$ cat src/rtl/ex_muldiv_if.sv
`default_nettype none
// ============================================================================
// ex_muldiv_if : EX-stage mul/div request/response bundle.
// Revision: 1.0
// ============================================================================
interface ex_muldiv_if;
   logic        start;
   logic [3:0]  md_op;
   logic [31:0] srca;
   logic [31:0] srcb;
   logic        flush;
   logic        stall_o;
   logic [31:0] hi_o;
   logic [31:0] lo_o;
   logic        busy_o;

   modport master (
      output start, md_op, srca, srcb, flush,
      input  stall_o, hi_o, lo_o, busy_o
   );

   modport slave (
      input  start, md_op, srca, srcb, flush,
      output stall_o, hi_o, lo_o, busy_o
   );
endinterface
`default_nettype wire

$ cat src/rtl/ex_muldiv.sv
`default_nettype none
// ============================================================================
// ex_muldiv : EX-stage multiply / restoring-divide unit owning HI and LO.
// Define MULDIV_MADD_EN to enable MADD/MADDU/MSUB/MSUBU accumulation.
// Revision: 1.0
// ============================================================================
module ex_muldiv (
   input  logic       clk,
   input  logic       rst,
   ex_muldiv_if.slave bus
);

   localparam logic [3:0] c_OP_MULT  = 4'd1;
   localparam logic [3:0] c_OP_MULTU = 4'd2;
   localparam logic [3:0] c_OP_DIV   = 4'd3;
   localparam logic [3:0] c_OP_DIVU  = 4'd4;
   localparam logic [3:0] c_OP_MTHI  = 4'd5;
   localparam logic [3:0] c_OP_MTLO  = 4'd6;
   localparam logic [3:0] c_OP_MADD  = 4'd7;
   localparam logic [3:0] c_OP_MADDU = 4'd8;
   localparam logic [3:0] c_OP_MSUB  = 4'd9;
   localparam logic [3:0] c_OP_MSUBU = 4'd10;

`ifdef MULDIV_MADD_EN
   localparam logic c_MADD_EN = 1'b1;
`else
   localparam logic c_MADD_EN = 1'b0;
`endif

   typedef enum logic [1:0] {
      S_IDLE = 2'd0,
      S_MUL  = 2'd1,
      S_DIV  = 2'd2,
      S_DONE = 2'd3
   } state_t;

   state_t      r_state;
   logic [3:0]  r_op;
   logic [31:0] r_a;
   logic [31:0] r_b;
   logic [5:0]  r_cnt;
   logic [31:0] r_rem;
   logic [31:0] r_quot;
   logic [31:0] r_hi;
   logic [31:0] r_lo;

   logic        w_idle;
   logic        w_in_mul;
   logic        w_in_div;
   logic        w_mul_signed;
   logic [63:0] w_a64;
   logic [63:0] w_b64;
   logic [63:0] w_prod;
   logic [63:0] w_mul_res;
   logic        w_div_signed;
   logic [31:0] w_mag_a;
   logic [31:0] w_mag_b;
   logic        w_first;
   logic [31:0] w_qsrc;
   logic [31:0] w_rsrc;
   logic [32:0] w_trial;
   logic [32:0] w_diff;
   logic        w_ge;
   logic [31:0] w_rem_nx;
   logic [31:0] w_quot_nx;
   logic [31:0] w_q_fin;
   logic [31:0] w_r_fin;

   // Accumulate ops are only recognised when the feature is built in.
   always_comb begin
      w_in_mul = (bus.md_op == c_OP_MULT) || (bus.md_op == c_OP_MULTU);
      if (c_MADD_EN && (bus.md_op >= c_OP_MADD) && (bus.md_op <= c_OP_MSUBU))
         w_in_mul = 1'b1;
      w_in_div = (bus.md_op == c_OP_DIV) || (bus.md_op == c_OP_DIVU);
   end

   assign w_idle      = (r_state == S_IDLE);
   assign bus.stall_o = (w_idle && bus.start && (w_in_mul || w_in_div))
                        || (r_state == S_MUL) || (r_state == S_DIV);
   assign bus.busy_o  = !w_idle;
   assign bus.hi_o    = r_hi;
   assign bus.lo_o    = r_lo;

   assign w_mul_signed = (r_op == c_OP_MULT) || (r_op == c_OP_MADD) || (r_op == c_OP_MSUB);
   assign w_a64  = w_mul_signed ? {{32{r_a[31]}}, r_a} : {32'd0, r_a};
   assign w_b64  = w_mul_signed ? {{32{r_b[31]}}, r_b} : {32'd0, r_b};
   assign w_prod = w_a64 * w_b64;

   always_comb begin
      w_mul_res = w_prod;
      case (r_op)
         c_OP_MADD, c_OP_MADDU: w_mul_res = {r_hi, r_lo} + w_prod;
         c_OP_MSUB, c_OP_MSUBU: w_mul_res = {r_hi, r_lo} - w_prod;
         default:               w_mul_res = w_prod;
      endcase
   end

   // Restoring divide on magnitudes; the first iteration seeds from the latched dividend.
   assign w_div_signed = (r_op == c_OP_DIV);
   assign w_mag_a   = (w_div_signed && r_a[31]) ? (32'd0 - r_a) : r_a;
   assign w_mag_b   = (w_div_signed && r_b[31]) ? (32'd0 - r_b) : r_b;
   assign w_first   = (r_cnt == 6'd0);
   assign w_qsrc    = w_first ? w_mag_a : r_quot;
   assign w_rsrc    = w_first ? 32'd0 : r_rem;
   assign w_trial   = {w_rsrc, w_qsrc[31]};
   assign w_diff    = w_trial - {1'b0, w_mag_b};
   assign w_ge      = ~w_diff[32];
   assign w_rem_nx  = w_ge ? w_diff[31:0] : w_trial[31:0];
   assign w_quot_nx = {w_qsrc[30:0], w_ge};
   assign w_q_fin   = (w_div_signed && (r_a[31] ^ r_b[31])) ? (32'd0 - w_quot_nx) : w_quot_nx;
   assign w_r_fin   = (w_div_signed && r_a[31]) ? (32'd0 - w_rem_nx) : w_rem_nx;

   always_ff @(posedge clk) begin
      if (rst) begin
         r_state <= S_IDLE;
         r_op    <= 4'd0;
         r_a     <= 32'd0;
         r_b     <= 32'd0;
         r_cnt   <= 6'd0;
         r_rem   <= 32'd0;
         r_quot  <= 32'd0;
         r_hi    <= 32'd0;
         r_lo    <= 32'd0;
      end else if (bus.flush) begin
         r_state <= S_IDLE;
      end else begin
         case (r_state)
            S_IDLE: begin
               if (bus.start) begin
                  if (w_in_mul || w_in_div) begin
                     r_op    <= bus.md_op;
                     r_a     <= bus.srca;
                     r_b     <= bus.srcb;
                     r_cnt   <= 6'd0;
                     r_state <= w_in_mul ? S_MUL : S_DIV;
                  end else if (bus.md_op == c_OP_MTHI) begin
                     r_hi <= bus.srca;
                  end else if (bus.md_op == c_OP_MTLO) begin
                     r_lo <= bus.srca;
                  end
               end
            end
            S_MUL: begin
               {r_hi, r_lo} <= w_mul_res;
               r_state      <= S_DONE;
            end
            S_DIV: begin
               r_rem  <= w_rem_nx;
               r_quot <= w_quot_nx;
               r_cnt  <= r_cnt + 6'd1;
               if (r_cnt == 6'd31) begin
                  r_state <= S_DONE;
                  // A zero divisor still runs the full sequence but leaves HI/LO alone.
                  if (r_b != 32'd0) begin
                     r_hi <= w_r_fin;
                     r_lo <= w_q_fin;
                  end
               end
            end
            default: r_state <= S_IDLE;
         endcase
      end
   end

endmodule
`default_nettype wire

$ cat src/flat_wrapper.sv
// flat-port wrapper written by rule: the top's interface ports become plain ports
module ex_muldiv_flat 
  (clk, rst, bus_start, bus_md_op, bus_srca, bus_srcb, bus_flush, bus_stall_o, bus_hi_o, bus_lo_o, bus_busy_o);
  ex_muldiv_if bus_i ();
  input  logic clk;
  input  logic rst;
  input wire logic [$bits(bus_i.start)-1:0] bus_start;
  input wire logic [$bits(bus_i.md_op)-1:0] bus_md_op;
  input wire logic [$bits(bus_i.srca)-1:0] bus_srca;
  input wire logic [$bits(bus_i.srcb)-1:0] bus_srcb;
  input wire logic [$bits(bus_i.flush)-1:0] bus_flush;
  output wire logic [$bits(bus_i.stall_o)-1:0] bus_stall_o;
  output wire logic [$bits(bus_i.hi_o)-1:0] bus_hi_o;
  output wire logic [$bits(bus_i.lo_o)-1:0] bus_lo_o;
  output wire logic [$bits(bus_i.busy_o)-1:0] bus_busy_o;
  assign bus_i.start = bus_start;
  assign bus_i.md_op = bus_md_op;
  assign bus_i.srca = bus_srca;
  assign bus_i.srcb = bus_srcb;
  assign bus_i.flush = bus_flush;
  assign bus_stall_o = bus_i.stall_o;
  assign bus_hi_o = bus_i.hi_o;
  assign bus_lo_o = bus_i.lo_o;
  assign bus_busy_o = bus_i.busy_o;
  ex_muldiv u_core (.clk(clk), .rst(rst), .bus(bus_i));
endmodule
$ cat config.mk
export PLATFORM = sky130hd
export DESIGN_NAME = ex_muldiv_flat
export DESIGN_NICKNAME = d
export VERILOG_FILES = /design/src/rtl/ex_muldiv_if.sv /design/src/rtl/ex_muldiv.sv /design/src/flat_wrapper.sv
export SDC_FILE = /design/constraint.sdc
export NUM_CORES = 2
export LEC_CHECK = 0
export ABC_CLOCK_PERIOD_IN_PS = 14900
export CORE_UTILIZATION = 64
export CTS_CLUSTER_SIZE = 14
export DETAILED_ROUTE_END_ITERATION = 10
export PLACE_DENSITY = 0.83
export SYNTH_ARGS = -nofsm -noshare
export SYNTH_HDL_FRONTEND = slang
export SYNTH_SLANG_ARGS = --single-unit
$ cat constraint.sdc
create_clock -name clk -period 14.9 [get_ports clk]
set_clock_uncertainty 0.1 [all_clocks]
set_input_delay 1.49 -clock clk [delete_from_list [all_inputs] [get_ports clk]]
set_output_delay 1.49 -clock clk [all_outputs]
set_load 0.01 [all_outputs]
## Word-level counts from Yosys, hierarchy flattened

Index checks and enable logic that the tools add are counted.

| storage, ports and cells | value |
|---|---|
| bits in registers | 204 |
| input bits | 72 |
| output and inout bits | 66 |
| logic and storage cells | 102 |

| operators by class | value |
|---|---|
| add/sub/neg operators | 8 |
| multiply operators | 1 |
| equality and inequality tests | 23 |
| multiplexer cells | 31 |
| bitwise logic cells | 3 |
| reductions and logical operators | 27 |

Operators with widths:

| cell | count |
|---|---|
| two-way mux 32 bit | 18 |
| one-hot mux 32 bit (3 select lines) | 2 |
| two-way mux 64 bit | 2 |
| one-hot mux 64 bit (2 select lines) | 1 |
| subtractor 1 x 32 -> 32 bit (first input constant) | 4 |
| adder 64 bit | 1 |
| multiplier 64 x 64 -> 64 bit | 1 |
| subtractor 64 bit | 1 |
| subtractor 33 x 32 -> 33 bit | 1 |
| nonzero test 32 bit | 1 |
| == test 4 x 3 -> 1 bit (second input constant) | 4 |
| != test 2 bit (second input constant) | 8 |
| == test 4 x 2 -> 1 bit (second input constant) | 3 |
| == test 4 bit (second input constant) | 3 |
| two-way mux 6 bit | 2 |
| one-hot mux 6 bit (2 select lines) | 1 |
| == test 4 x 1 -> 1 bit (second input constant) | 2 |
| two-way mux 2 bit | 4 |
| AND reduction 4 bit | 2 |
| AND reduction 8 bit | 1 |
| logical OR 1 bit | 7 |
| AND reduction 7 bit | 1 |
| adder 6 x 1 -> 6 bit (second input constant) | 1 |
| == test 6 x 5 -> 1 bit (second input constant) | 1 |
| other kinds (14) | 21 |

## Logic depth before layout (Yosys ltp)

| depth | value |
|---|---|
| depth in word-level cells | 11 |
| mapped depth | 55 |
| gate-level depth less buffers | 51 |

## Worst setup path after synthesis

No wires, ideal clock.

| timing path | value |
|---|---|
| path kind | register to register |
| start | reg u_core.r_a[31] |
| end | reg u_core.r_hi[29] (netlist: u_core.bus.hi_o[29]) |
| library setup time | 0.114 ns |
| arrival time | 12.130 ns |
| data required time | 14.686 ns |
| setup slack | 2.555 ns |
| stages on the path, launching flop included | 48 |
| buffers on the path | 4 |
| clock period less this slack | 12.345 ns |
| path through | dfxtp_1 > clkbuf_1 > inv_1 > nor2_1 > clkbuf_1 > clkbuf_1 > nand2_1 > fa_1 > inv_1 > fa_1 > fa_1 > fa_1 > inv_1 > fa_1 > inv_1 > fa_1 > fa_1 > fa_1 > [12 not listed] > nor3_1 > a21oi_1 > xnor2_1 > ha_1 > a21o_1 > a21o_1 > a21oi_1 > nand3_1 > o31ai_1 > o22ai_1 > a21oi_1 > and3b_1 > a221o_1 > a21oi_1 > xor2_1 > o21ai_0 > a21oi_1 > a2111oi_0 |

| between the ends | value |
|---|---|
| word-level cells in the longest chain between the ends | 10 |
| elaborated cells between the ends (all ways) | 16 |
| classes of those cells | add/sub (5); mul (1); mux (9); reduce/logical (1) |

Ends and longest elaborated chain:

| what | RTL line | RTL |
|---|---|---|
| from (decl) | ex_muldiv.sv:39 | `logic [31:0] r_a;` |
| from (signal assigned) | ex_muldiv.sv:132 | `r_a <= bus.srca;` |
| branches (longest 9 deep; another with multiplier 64 x 64 -> 64 bit) | - |  |
| one-hot mux 32 bit (3 select lines) * | ex_muldiv.sv:127 | `case (r_state)` |
| to (signal assigned) | ex_muldiv.sv:137 | `r_hi <= bus.srca;` |
| to (signal assigned) | ex_muldiv.sv:144 | `{r_hi, r_lo} <= w_mul_res;` |
| to (signal assigned) | ex_muldiv.sv:155 | `r_hi <= w_r_fin;` |
| to (decl) | ex_muldiv.sv:44 | `logic [31:0] r_hi;` |

Mark *: on every way between the ends. The select of a mux whose other input is x is not followed.
A chain may end at the register's enable or synchronous reset.

## Worst setup path in the final report

| timing path | value |
|---|---|
| start | reg u_core.r_b[10] |
| end | reg u_core.r_hi[13] (netlist: u_core.bus.hi_o[13]) |

| between the ends | value |
|---|---|
| word-level cells in the longest chain between the ends | 9 |
| elaborated cells between the ends (all ways) | 17 |
| classes of those cells | add/sub (5); mul (1); eq/ne (1); mux (8); reduce/logical (2) |

Ends and longest elaborated chain:

| what | RTL line | RTL |
|---|---|---|
| from (decl) | ex_muldiv.sv:40 | `logic [31:0] r_b;` |
| from (signal assigned) | ex_muldiv.sv:133 | `r_b <= bus.srcb;` |
| branches (longest 9 deep; another with multiplier 64 x 64 -> 64 bit) | - |  |

Several ways; the timed one is not identified. The select of a mux whose other input is x is not followed.

==> impl_metrics.yaml <==
synth:
  synthAdderAreaFrac_pct: 49.87
  synthSimpleGateAreaFrac_pct: 16.18
  synth-edff-count: 0
  syn-num-nets: 10014
  synth_mux_area_share_pct: 0.4740
  synth_cells: 8107
  avgSynthCellArea_um2: 8.336
  synth_top_family_by_area: "adder cells"
  synth-seq-cells: 204
  synth-main-ff-cell: "dfxtp_1"
  ys_seq_area_share_pct: 6.043
  syn_area_um2: 67580
  synth_cell_types: 93
  synth_xor_area_share_pct: 4.717
  yosys_warnings: 0
  synth_async_sr_flop_share_pct: 0
  synth_compound_area_share_pct: 11.01
routing:
  num_vias: 58731
  first_iter_violations: 6484
  routed_wl_um: 243100
  route.detailed.drc: 0
  wire_per_inst_um: 25.94
  dr.pass1.iters: 7
  viasPerCell: 6.265
  antenna_left: 0
setup_path:
  critPathArrivalTime_ns: 14.92
  worstReg2RegStart: "u_core.r_b[10]"
  critical-path-max-stage-delay_ns: 1.01
  cp_slowest_cell: "dfxtp_1"
  required_ns: 15.25
  worstSetupEndpointType: "flop"
  worst-setup-path-type: "flop to flop"
  cp_max_fo: 20
  crit_path_frequent_cell: "fa_1"
  start_kind: "flop"
  r2r_cells: 47
  rrSetupSlack_ns: 0.32
  r2r_end: "u_core.bus.hi_o[13]"
power_and_ir_drop:
  power_density_nw_per_um2: 34.97
  power_frac_comb_pct: 46.5
  power.leakage_nw: 35.13
  sw_frac_of_total_pct: 45.15
  power_mw: 2.490
  switchingPower_mw: 1.125
  seqPwrFrac_pct: 23.3
  clockPowerShare_pct: 30.2
  peakVddDrop_mv: 0.1027
  intPower_mw: 1.366
timing:
  slew_headroom_pct: 3.246
  hold_viol: 0
  slew_violations: 0
  setup_ws_ns: 0.3243
  worst_pin_slew_ns: 1.449
  rsz0062_at_grt: "no"
  whs_ns: 0.3553
  max_freq_mhz: 68.61
  setup_violations: 0
  tns_ns: 0
  period_minus_slack_ns: 14.58
  period_share_pct: 97.82
place:
  placedCellCount: 9325
  dp_slack_ns: 0.4192
  globalplace.congestion: 1.022
  dpl.hpwl_um: 201400
  place_area_um2: 70230
  portBuffers: 137
cells_and_area:
  drive_gt1_share_pct: 3.579
  multi_input_area_um2: 55690
  nFillCells: 8281
  seq_area_um2: 4099
  final_nets: 9880
  layout_commonest_cell: "inv_1"
  area.growth.synth_to_final_pct: 5.365
  design_area_um2: 71210
  layout_common_cells: "inv_1, fa_1, nand2_1"
  final_core_util_pct: 68.41
  fin_cells: 9374
die:
  fp.dieW_um: 327.0
  rows: 118
  initial_core_util_pct: 64.93
  ioPinCount: 138
  fp.dieH_um: 327.0
  core_um2: 104100
  die_area_um2: 106900
cts:
  cts_setup_buffers: 0
  insertion_delay_ns: 0.65
  htreeDepth: 1
  tritoncts: "yes"
  clk_pin_slew_ns: 0.07
  cts_buffer_depth: 3
  numCtsBuffers: 26
  cts_sinks: 204
  cts_root_buf: "clkbuf_16"
hold_path:
  min_to: "u_core.r_rem[10]"
  hold_depth: 2
  hp-class: "flop to flop"
  min_from: "u_core.r_rem[10]"
global_route:
  grt_pass1_vias: 62750
  grt_usage_pct: 46.43
  grt_antenna_before_repair: 12
  grt_first_pass_wirelength_um: 372800
  overflow: 0
  grt_max_degree: 75
run:
  maxCapViolations: 0
outcome:
  status: "finished clean"
critical path: cells and delay by family, from the launching register on:
kind,cells,cell delay (ns)
AO/OA/AOI/OAI,13,3.83
AND/OR/NAND/NOR,10,2.10
flip-flops,1,1.01
adder cells (fa/ha/maj),12,5.40
XOR/XNOR,3,0.87
buffers and inverters,9,1.06
per-layer routing:
layer | wire length, µm | GRT usage [%]
met5 | 186 | 0.3549
met3 | 28470 | 11.14
met4 | 20810 | 31.55
met2 | 108800 | 73.19
met1 | 84880 | 56.73
repair_timing:
action,CTS,global route
hold buffers,0,0
setup endpoints to repair,0,5
resized for setup,0,8
how the worst max path moves through the flow:
| stage | start | end | slack, ns | cells after the start |
|---|---|---|---|---|
| 5_1_grt | u_core.r_b[10] | u_core.bus.hi_o[27] | 0.02 | 47 |
| 4_1_cts | u_core.r_b[5] | u_core.bus.hi_o[31] | 0.27 | 44 |
| 6_report | u_core.r_b[10] | u_core.bus.hi_o[13] | 0.32 | 47 |
| 3_5_place_dp | u_core.r_b[5] | u_core.bus.hi_o[31] | 0.42 | 44 |
| 3_3_place_gp | u_core.r_b[5] | u_core.bus.hi_o[31] | 0.37 | 44 |
| 2_1_floorplan | u_core.r_a[31] | u_core.bus.hi_o[29] | 2.56 | 47 |
cells in the mapped netlist, types with 18 or more instances:
cell | number | area, µm²
inv_1 | 1642 | 6163
fa_1 | 1426 | 28550
nand2_1 | 1200 | 4504
a21oi_1 | 430 | 2152
ha_1 | 409 | 5117
nor2_1 | 400 | 1501
and2_1 | 384 | 2402
clkbuf_1 | 364 | 1366
xnor2_1 | 230 | 2014
dfxtp_1 | 204 | 4084
o21ai_0 | 195 | 975.9
xor2_1 | 134 | 1174
buf_1 | 84 | 315.3
a21o_1 | 81 | 608.1
nor3_1 | 76 | 380.4
nand3_1 | 65 | 325.3
a211oi_1 | 63 | 473.0
nand4_1 | 49 | 306.5
o211ai_1 | 47 | 352.8
a31oi_1 | 43 | 269.0
o21a_1 | 35 | 262.8
or3_1 | 34 | 212.7
nor2b_1 | 30 | 187.7
nor4_1 | 28 | 175.2
nand2b_1 | 27 | 168.9
o31ai_1 | 27 | 202.7
a221oi_1 | 26 | 227.7
and3_1 | 26 | 162.7
mux2i_1 | 25 | 250.2
o21ai_1 | 22 | 110.1
o21bai_1 | 22 | 165.2
a311oi_1 | 19 | 166.4
a31o_2 | 18 | 157.7
cell type report:
class                           count  share of cell area, %
Multi-Input combinational cell   5802                  78.21
Inverter                         1645                  8.671
Sequential cell                   204                  5.756
Timing Repair Buffer              294                  3.600
Tap cell                         1380                  2.425
Clock buffer                       28                 0.9383
Clock inverter                     19                 0.3901
Antenna cell                        2               0.007029
flip-flops by register name, summed over array words and instances (netlist names):
register / count
u_core.bus.hi_o: 32
u_core.bus.lo_o: 32
u_core.r_a: 32
u_core.r_b: 32
u_core.r_cnt: 6
u_core.r_op: 4
u_core.r_quot: 32
u_core.r_rem: 32
u_core.r_state: 2
cells by family after synthesis:
group / count (synthesis)
AOI/OAI and AO/OA: 1177
xor gates and xnor gates: 364
adders and majority gates: 1839
buffers and inverters: 2101
DFF: 204
muxes: 31
and+or+nand+nor: 2391
power by group through the flow:
stage               sequential [mW]  combinational (mW)  clock, mW
CTS                           0.577                1.12      0.748
global placement              0.589                1.12          0
global route                  0.579                1.22      0.768
floorplan                     0.570               0.758          0
detailed placement            0.590                1.11          0
finish                        0.579                1.16      0.753
(Power assumes the default switching activity.)
